**src/rtl/mem_port_arbiter.sv**
```systemverilog
// Arbitrates the fetch and LSU request ports onto one registered memory port, with one transaction in flight.
// Optional build macro MEM_ARB_RR_EN selects round-robin arbitration; the default is LSU-over-fetch fixed priority.
module mem_port_arbiter #(
  parameter int DATA_WIDTH      = 32,
  parameter int BYTE_DATA_WIDTH = 4
) (
  input  logic                       clk,
  input  logic                       rst,
  input  logic                       i_req,
  input  logic [DATA_WIDTH-1:0]      i_addr,
  output logic                       i_valid,
  output logic [DATA_WIDTH-1:0]      i_rdata,
  input  logic                       d_req,
  input  logic                       d_we,
  input  logic [DATA_WIDTH-1:0]      d_addr,
  input  logic [DATA_WIDTH-1:0]      d_wdata,
  input  logic [BYTE_DATA_WIDTH-1:0] d_byte_enable,
  output logic                       d_valid,
  output logic [DATA_WIDTH-1:0]      d_rdata,
  output logic                       bus_req,
  output logic                       bus_we,
  output logic [DATA_WIDTH-1:0]      bus_addr,
  output logic [DATA_WIDTH-1:0]      bus_wdata,
  output logic [BYTE_DATA_WIDTH-1:0] bus_byte_enable,
  input  logic                       bus_valid,
  input  logic [DATA_WIDTH-1:0]      bus_rdata
);

  typedef enum logic [1:0] {IDLE, GRANT_I, GRANT_D} state_t;

  state_t state;
  logic   pick_d;

`ifdef MEM_ARB_RR_EN
  // last_d remembers whether the LSU won the previous grant; reset favours the LSU first.
  logic last_d;

  always_comb pick_d = d_req && (!i_req || !last_d);

  always_ff @(posedge clk or posedge rst) begin
    if (rst)
      last_d <= 1'b0;
    else if (state == IDLE && (i_req || d_req))
      last_d <= pick_d;
  end
`else
  always_comb pick_d = d_req;
`endif

  always_ff @(posedge clk or posedge rst) begin
    if (rst) begin
      state           <= IDLE;
      bus_req         <= 1'b0;
      bus_we          <= 1'b0;
      bus_addr        <= '0;
      bus_wdata       <= '0;
      bus_byte_enable <= '0;
    end else begin
      case (state)
        IDLE: begin
          if (i_req || d_req) begin
            bus_req <= 1'b1;
            if (pick_d) begin
              state           <= GRANT_D;
              bus_we          <= d_we;
              bus_addr        <= d_addr;
              bus_wdata       <= d_wdata;
              bus_byte_enable <= d_byte_enable;
            end else begin
              state           <= GRANT_I;
              bus_we          <= 1'b0;
              bus_addr        <= i_addr;
              bus_wdata       <= '0;
              bus_byte_enable <= '1;
            end
          end
        end
        GRANT_I, GRANT_D: begin
          // Payload stays frozen until memory completes; no preemption.
          if (bus_valid) begin
            state   <= IDLE;
            bus_req <= 1'b0;
          end
        end
        default: state <= IDLE;
      endcase
    end
  end

  // Completion is a pass-through of bus_valid so the requester sees it in the same cycle.
  assign i_valid = (state == GRANT_I) && bus_valid;
  assign d_valid = (state == GRANT_D) && bus_valid;
  assign i_rdata = (state == GRANT_I) ? bus_rdata : '0;
  assign d_rdata = (state == GRANT_D) ? bus_rdata : '0;

endmodule

```
**config.mk**
```make
export PLATFORM = sky130hd
export DESIGN_NAME = mem_port_arbiter
export DESIGN_NICKNAME = d
export VERILOG_FILES = /design/src/rtl/mem_port_arbiter.sv
export SDC_FILE = /design/constraint.sdc
export NUM_CORES = 1
export LEC_CHECK = 0
export CAP_MARGIN = 30
export CORE_MARGIN = 5
export CORE_UTILIZATION = 34
export DETAILED_ROUTE_END_ITERATION = 10
export PLACE_DENSITY = 0.8
export SETUP_SLACK_MARGIN = 0.05
export SYNTH_ARGS = -nofsm -noshare
export SYNTH_HDL_FRONTEND = slang
export SYNTH_SLANG_ARGS = --single-unit
```
**constraint.sdc**
```tcl
create_clock -name clk -period 2.4 [get_ports clk]
set_input_delay 0.36 -clock clk [delete_from_list [all_inputs] [get_ports clk]]
set_output_delay 0.36 -clock clk [all_outputs]
set_load 0.05 [all_outputs]
```
# Yosys cells after proc, flatten, opt, wreduce, memory -nomap -nowiden
# Cells that the tools add are included.
[word_totals]
register_bits = 72
latch_bits = 0
ram_bits = 0
rom_bits = 0
out_inout_bits = 136
elab_cells = 32
mem_count = 0
[op_classes]
addsub = 0
n_mul = 0
n_div = 0
n_lt_le_gt_ge = 0
n_eq_ne = 4
shifts = 0
n_mux = 13
n_bitwise = 0
reduce_logical = 9
[ops]
columns = ["operator", "n"]
rows = [
  ["2-to-1 mux 32 bit", 4],
  ["2-to-1 mux 2 bit", 3],
  ["2-to-1 mux 4 bit", 1],
  ["inequality test 2 bit (second input constant)", 2],
  ["case mux 2 bit (2 select lines)", 1],
  ["AND reduction 2 bit", 2],
  ["2-to-1 mux 1 bit", 3],
  ["AND reduction 3 bit", 1],
  ["== test 2 x 1 -> 1 bit (second input constant)", 1],
  ["== test 2 bit (second input constant)", 1],
  ["logical AND 1 bit", 2],
  ["logical NOT 2 bit", 1],
  ["case mux 1 bit (2 select lines)", 1],
  ["nonzero test 2 bit", 1],
  ["OR reduction 2 bit", 1],
  ["logical OR 1 bit", 1],
]

# Longest topological paths before layout
# Gate-level depths: netlist (run 1).
[depth]
ltp_word = 4
ltp_mapped = 8
depth_no_buf = 5

# Least setup slack after synthesis (run 1)
# OpenSTA, ideal clock, no wires.
[synth_timing]
path_kind = "reg2out"
from = "register state[1]"
to = "output i_rdata[10]"
arrival_time_ns = 1.311
path_slack_ns = 0.729
stages_incl_launch_ff = 5
cell_sequence = "dfrtp_1 > inv_1 > ha_1 > clkbuf_1 > and2_1"
[synth_via]
elab_chain_len = 2
[synth_rtl]
columns = ["element", "line", "source"]
rows = [
  ["start, declared", "31", "state_t state;"],
  ["start signal, assigned", "52", "state <= IDLE;"],
  ["start signal, assigned", "64", "state <= GRANT_D;"],
  ["start signal, assigned", "70", "state <= GRANT_I;"],
  ["== test 2 x 1 -> 1 bit", "93", "assign i_rdata = (state == GRANT_I) ? bus_rdata : '0;"],
  ["2-to-1 mux 32 bit", "93", ""],
  ["end, declared", "12", "output logic [DATA_WIDTH-1:0] i_rdata,"],
]
# Every way passes these cells.

# Final worst setup path (run 1)
[layout_timing]
from = "register state[1]"
to = "output i_rdata[14]"
# The elaborated chain is that of the path after synthesis.

==> results.yml, run 1 <==
status:
  status: "completed"
worst_setup_path:
  critPathKind: "flop to primary output"
  crit_start: "state[1]"
  worstReg2RegStart: "state[1]"
  path_max_fanout: 33
  end_kind: "primary output"
  path_cells: "inv_1, ha_1, buf_4, and2_1, buf_12"
  r2r_slack_ns: 0.62
  r2r_end: "bus_addr[24]"
  cp_slowest_stage_delay_ns: 0.40
  cp.required_ns: 2.04
  r2r_cells: 5
  crit_slowest_cell: "dfrtp_1"
  cp-start-kind: "flop"
  worstPathArrival_ns: 1.69
finish:
  area_growth_syn_to_layout_pct: 105
  drive_gt1_frac: 0.177
  fin_area_mm2: 0.00714
  register_area_mm2: 0.00180
  final_cells: 728
  multiInputGateArea_mm2: 0.00148
  n_fill_cell: 727
  nets: 728
  antenna_cells: 0
cts:
  cts-root-buf: "clkbuf_8"
  ctsHtreeMaxLevel: 3
  numClockSinks: 72
  cts_setup_buffers: 0
  numCtsBuffers: 9
  cts_repair_resize_count: 0
  clk_latency_ns: 0.34
  cts.path.max_buffers: 2
  cts_tree: "yes"
  ctsHoldBuffers: 0
  cts.clk_slew.worst_paths_ns: 0.07
routing:
  dr.pass1.iters: 4
  postRouteAntennaNets: 0
  wl_mm: 13.7
  detail_route.wl_per_cell_um: 18.8
  vias_per_cell: 4.84
  first_iter_violations: 291
  drc: 0
  dr_total_vias: 3527
timing:
  setup_viol: 0
  max_freq_mhz: 488
  rsz0062_at_grt: "false"
  fin_crit_sh: 0.854
  fin_setup_tns_ns: 0
  hold_viol: 0
  min_period_ns: 2.05
  slew_viol_final: 0
  whs_ns: 0.475
  max_slew_margin: 0.498
  finalClockSkew_ns: 0.00938
  worstMarginPinSlew_ns: 0.752
floorplan:
  rows: 37
  boundaryPins: 274
  core-area_mm2: 0.0101
  die_area_mm2: 0.0124
  start_util: 0.343
  die_h_um: 111
  die_w_um: 111
place:
  gpl.final_weighted_congestion: 0.862
  port_buffers: 273
  placed_area_mm2: 0.00693
  place_hpwl_mm: 10.6
  place_inst: 712
logic_synthesis:
  synth_edf_count: 0
  async_reset_ff_frac: 1.00
  synthTopCellsByArea: "dfrtp_1 52%, and2_1 12%, a22o_1 8.3%, nor2_1 6.9%, o32ai_1 5.3%"
  syn_avg_cell_area_um2: 10.7
  synth_top_cells_by_count: "72 x dfrtp_1, 66 x and2_1, 64 x nor2_1, 33 x a22o_1, 21 x o32ai_1"
  ys_types: 28
  synth_seq_area_share: 0.518
  synth_most_common_cell: "dfrtp_1"
  synth_area_leader_cell: "dfrtp_1"
  synth_nets: 465
  synth_top_area_frac: 0.518
  synth_area_mm2: 0.00348
  ys_ff_latch: 72
  synth_flop_cell: "dfrtp_1"
  syn_inst: 324
  yosys_warnings: 0
power_and_ir_drop:
  vdd_drop_max_v: 0.000722
  total_leakage_power_nw: 2.93
  p_per_area_mw_per_mm2: 1380
  power_mw: 9.83
global_route:
  grt_max_degree: 37
  grt_pass1_wl_mm: 21.4
  overflow: 0
  track_usage: 0.217
  antenna_found_initial: 0
  grt_pass1_vias: 3779
min_path:
  hp-class: "primary input to async pin"
job:
  cap_viol_max_count: 0
## registers in the layout, indices dropped and copies added (netlist names)
name	flops
bus_wdata	32
bus_byte_enable	4
bus_addr	32
bus_we	1
state	2
bus_req	1
## worst max-delay path by stage
stage | end | slack (ns)
after floorplan | bus_addr[0] | 0.22
after global placement | bus_addr[25] | 0.56
after detailed placement | bus_addr[24] | 0.47
after CTS | i_rdata[14] | 0.33
after global routing | i_rdata[14] | 0.24
final | i_rdata[14] | 0.35
## layout by cell type (no fill, tap or decap), drive strengths merged, types with 2 or more instances in the layout
| master | synthesis | routed |
|---|---|---|
| a22o | 33 | 33 |
| and2 | 67 | 67 |
| nand2 | 4 | 4 |
| inv | 5 | 5 |
| clkinvlp | 0 | 2 |
| nor2 | 64 | 64 |
| a21oi | 3 | 3 |
| clkinv | 0 | 2 |
| clkdlybuf4s50 | 0 | 207 |
| dfrtp | 72 | 72 |
| nand2b | 3 | 3 |
| o22a | 4 | 4 |
| ha | 3 | 3 |
| buf | 21 | 73 |
| clkbuf | 7 | 11 |
| o32ai | 31 | 31 |
## per-layer routing
layer	wire length (µm)	global-route usage	vias up
li1	-	-	1661
met1	5220	0.263	1685
met2	7160	0.374	160
met3	1020	0.0699	21
met4	260	0.0535	0
met5	0	0	-
## cell families after synthesis
logic type	after synthesis	share of synthesized area
simple gates	139	0.204
compound gates	77	0.210
buf+inv	33	0.0568
fa+ha+maj	3	0.0108
flops	72	0.518
## power by group
part           switching [mW]  internal (mW)  leakage (nW)
clock network           0.458          0.533         0.101
registers               0.322           1.76         0.850
logic                    4.18           2.58          1.98
## area by class of cell
class                      count  area share
inverter                       5     0.00263
multi-input combinational    219       0.207
sequential                    72       0.252
tap                          136      0.0238
clock buffer                  11      0.0212
clock inverter                 5     0.00772
timing repair buffer         280       0.485
## worst max-delay path, delay by kind of cell, from the launching register on
| family | cells | cell delay [ns] |
|---|---|---|
| adders and majority gates | 1 | 0.15 |
| buffers and inverters | 3 | 0.53 |
| DFF | 1 | 0.40 |
| and+or+nand+nor | 1 | 0.27 |
## through the flow
stage,utilization,setup WS (ns)
final,0.704,0.351
after global placement,0.683,0.561
after global routing,0.704,0.244
after floorplan,-,0.215
after detailed placement,0.683,0.475
after CTS,0.704,0.325
No activity file was read; power rests on OpenSTA's default activity.
==> run 2: changes to the inputs <==
--- a/config.mk
+++ b/config.mk
@@ -7,9 +7,9 @@
 export LEC_CHECK = 0
 export CAP_MARGIN = 30
 export CORE_MARGIN = 5
-export CORE_UTILIZATION = 34
+export CORE_UTILIZATION = 36
 export DETAILED_ROUTE_END_ITERATION = 10
-export PLACE_DENSITY = 0.8
+export PLACE_DENSITY = 0.84
 export SETUP_SLACK_MARGIN = 0.05
 export SYNTH_ARGS = -nofsm -noshare
 export SYNTH_HDL_FRONTEND = slang
==> constraint.sdc (replaced) <==
create_clock -name clk -period 2.5 [get_ports clk]
set_input_delay 0.375 -clock clk [delete_from_list [all_inputs] [get_ports clk]]
set_output_delay 0.375 -clock clk [all_outputs]
set_load 0.05 [all_outputs]
==> run 2 against run 1 <==
  * Die area is 5.1% lower
  * Sequential cell count stayed put
  * Sequential share of layout area is 0.11 points higher
  * Register-to-register slack worse by 0.05 ns
  * Global-route usage is 2.3 points higher
  * Critical path depth stayed put
  * Largest cell class unchanged
==> results.yml, run 2 (synthesized netlist as in run 1, its figures left out) <==
status:
  status: "completed"
timing:
  rsz0062_at_grt: "false"
  fin_setup_tns_ns: 0
  hold_viol: 0
  max_slew_margin: 0.528
  finalClockSkew_ns: 0.00890
  worstMarginPinSlew_ns: 0.707
  whs_ns: 0.440
  max_freq_mhz: 486
  slew_viol_final: 0
  setup_viol: 0
  setup_ws_ns: 0.444
  min_period_ns: 2.06
  fin_crit_sh: 0.823
cts:
  clk_latency_ns: 0.33
  cts_repair_resize_count: 0
  cts_tree: "yes"
  numClockSinks: 72
  cts.path.max_buffers: 2
  ctsHtreeMaxLevel: 3
  numCtsBuffers: 9
  ctsHoldBuffers: 0
  cts_setup_buffers: 0
  cts-root-buf: "clkbuf_8"
  cts.clk_slew.worst_paths_ns: 0.08
global_route:
  overflow: 0
  antenna_found_initial: 1
  track_usage: 0.240
  grt_max_degree: 42
  grt_pass1_wl_mm: 21.7
  grt_pass1_vias: 3923
finish:
  final_cell_mix: "207 x clkdlybuf4s50_1, 72 x dfrtp_1, 67 x buf_12, 66 x and2_1, 64 x nor2_1"
  largest_registers: "bus_addr x32, bus_wdata x32, bus_byte_enable x4"
  fin_area_mm2: 0.00710
  drive_gt1_frac: 0.177
  n_fill_cell: 640
  nets: 729
  area_growth_syn_to_layout_pct: 104
  mostFrequentLayoutCell: "clkdlybuf4s50_1"
routing:
  dr_total_vias: 3539
  postRouteAntennaNets: 0
  detail_route.wl_per_cell_um: 19.6
  drc: 0
  dr.pass1.iters: 4
  first_iter_violations: 154
  wl_mm: 14.1
  vias_per_cell: 4.89
place:
  place_hpwl_mm: 11.2
  placed_area_mm2: 0.00693
  place_ws_ns: 0.479
  gpl.final_weighted_congestion: 0.901
  port_buffers: 273
worst_setup_path:
  cp-start-kind: "flop"
  critPathKind: "flop to primary output"
  worstPathArrival_ns: 1.68
  cp.required_ns: 2.12
  path_max_fanout: 33
  end_kind: "primary output"
floorplan:
  start_util: 0.373
  die_h_um: 108
  die_w_um: 108
  core-area_mm2: 0.00933
  die_area_mm2: 0.0117
  boundaryPins: 274
  rows: 35
power_and_ir_drop:
  total_leakage_power_nw: 2.93
  p_per_area_mw_per_mm2: 1310
  vdd_drop_max_v: 0.000765
min_path:
  hp-class: "primary input to async pin"
job:
  cap_viol_max_count: 0
## run 2: cell count changes in the layout (fill, tap and decap cells not counted)
cell / before / now
buf_4: 6 / 7
bufinv_16: 1 / 0
clkbuf_1: 0 / 1
clkbuf_8: 11 / 10
clkinv_2: 2 / 3
clkinv_4: 0 / 2
clkinvlp_4: 2 / 0
diode_2: 0 / 1
## run 2: worst max-delay path, stage by stage (launching register included)
cell and delay [ns]:
dfrtp_1 0.40, inv_1 0.11, ha_1 0.15, buf_4 0.27, and2_1 0.27, buf_12 0.16
## run 2: area by class of cell
type                    count  area (µm²)  area share
flip-flops and latches     72        1800       0.254
diodes                      1        2.50    0.000352
multi-input cells         219        1480       0.208
clock buffers              11         141      0.0199
clock inverters             5        32.5     0.00458
inverters                   5        18.8     0.00264
well taps                 129         161      0.0227
repair buffers            281        3470       0.488
## run 2: final timing paths
kind	slack (ns)	cells after the start	to	startpoint
max	0.44	5	i_rdata[19]	state[1]
min	0.44	2	bus_addr[10]	rst
max reg2reg	0.57	6	bus_addr[20]	state[1]
min reg2reg	0.50	1	bus_byte_enable[2]	bus_byte_enable[2]
max in group asynchronous	1.42	3	bus_wdata[7]	rst
min in group clk	0.50	1	bus_byte_enable[2]	bus_byte_enable[2]
## run 2: report_power, final
group	total (mW)	switching [mW]	internal, mW
Clock	0.795	0.409	0.386
Combinational	6.52	4.04	2.48
Sequential	2.02	0.326	1.69
## run 2: per-layer routing
| metal | track usage | vias to the layer above | wire length, µm |
|---|---|---|---|
| met5 | 0 | - | 0 |
| met4 | 0.0775 | 0 | 362 |
| met3 | 0.0710 | 28 | 1060 |
| met2 | 0.430 | 150 | 7460 |
| met1 | 0.275 | 1697 | 5260 |
| li1 | - | 1664 | - |
## run 2: per-stage QoR
stage / instances / utilization / total power [mW]
after detailed placement: 706 / 0.743 / 8.58
after global placement: 706 / 0.743 / 8.46
final: 723 / 0.762 / 9.33
after CTS: 722 / 0.761 / 9.41
after global routing: 723 / 0.762 / 9.77
after floorplan: 324 / - / 5.90
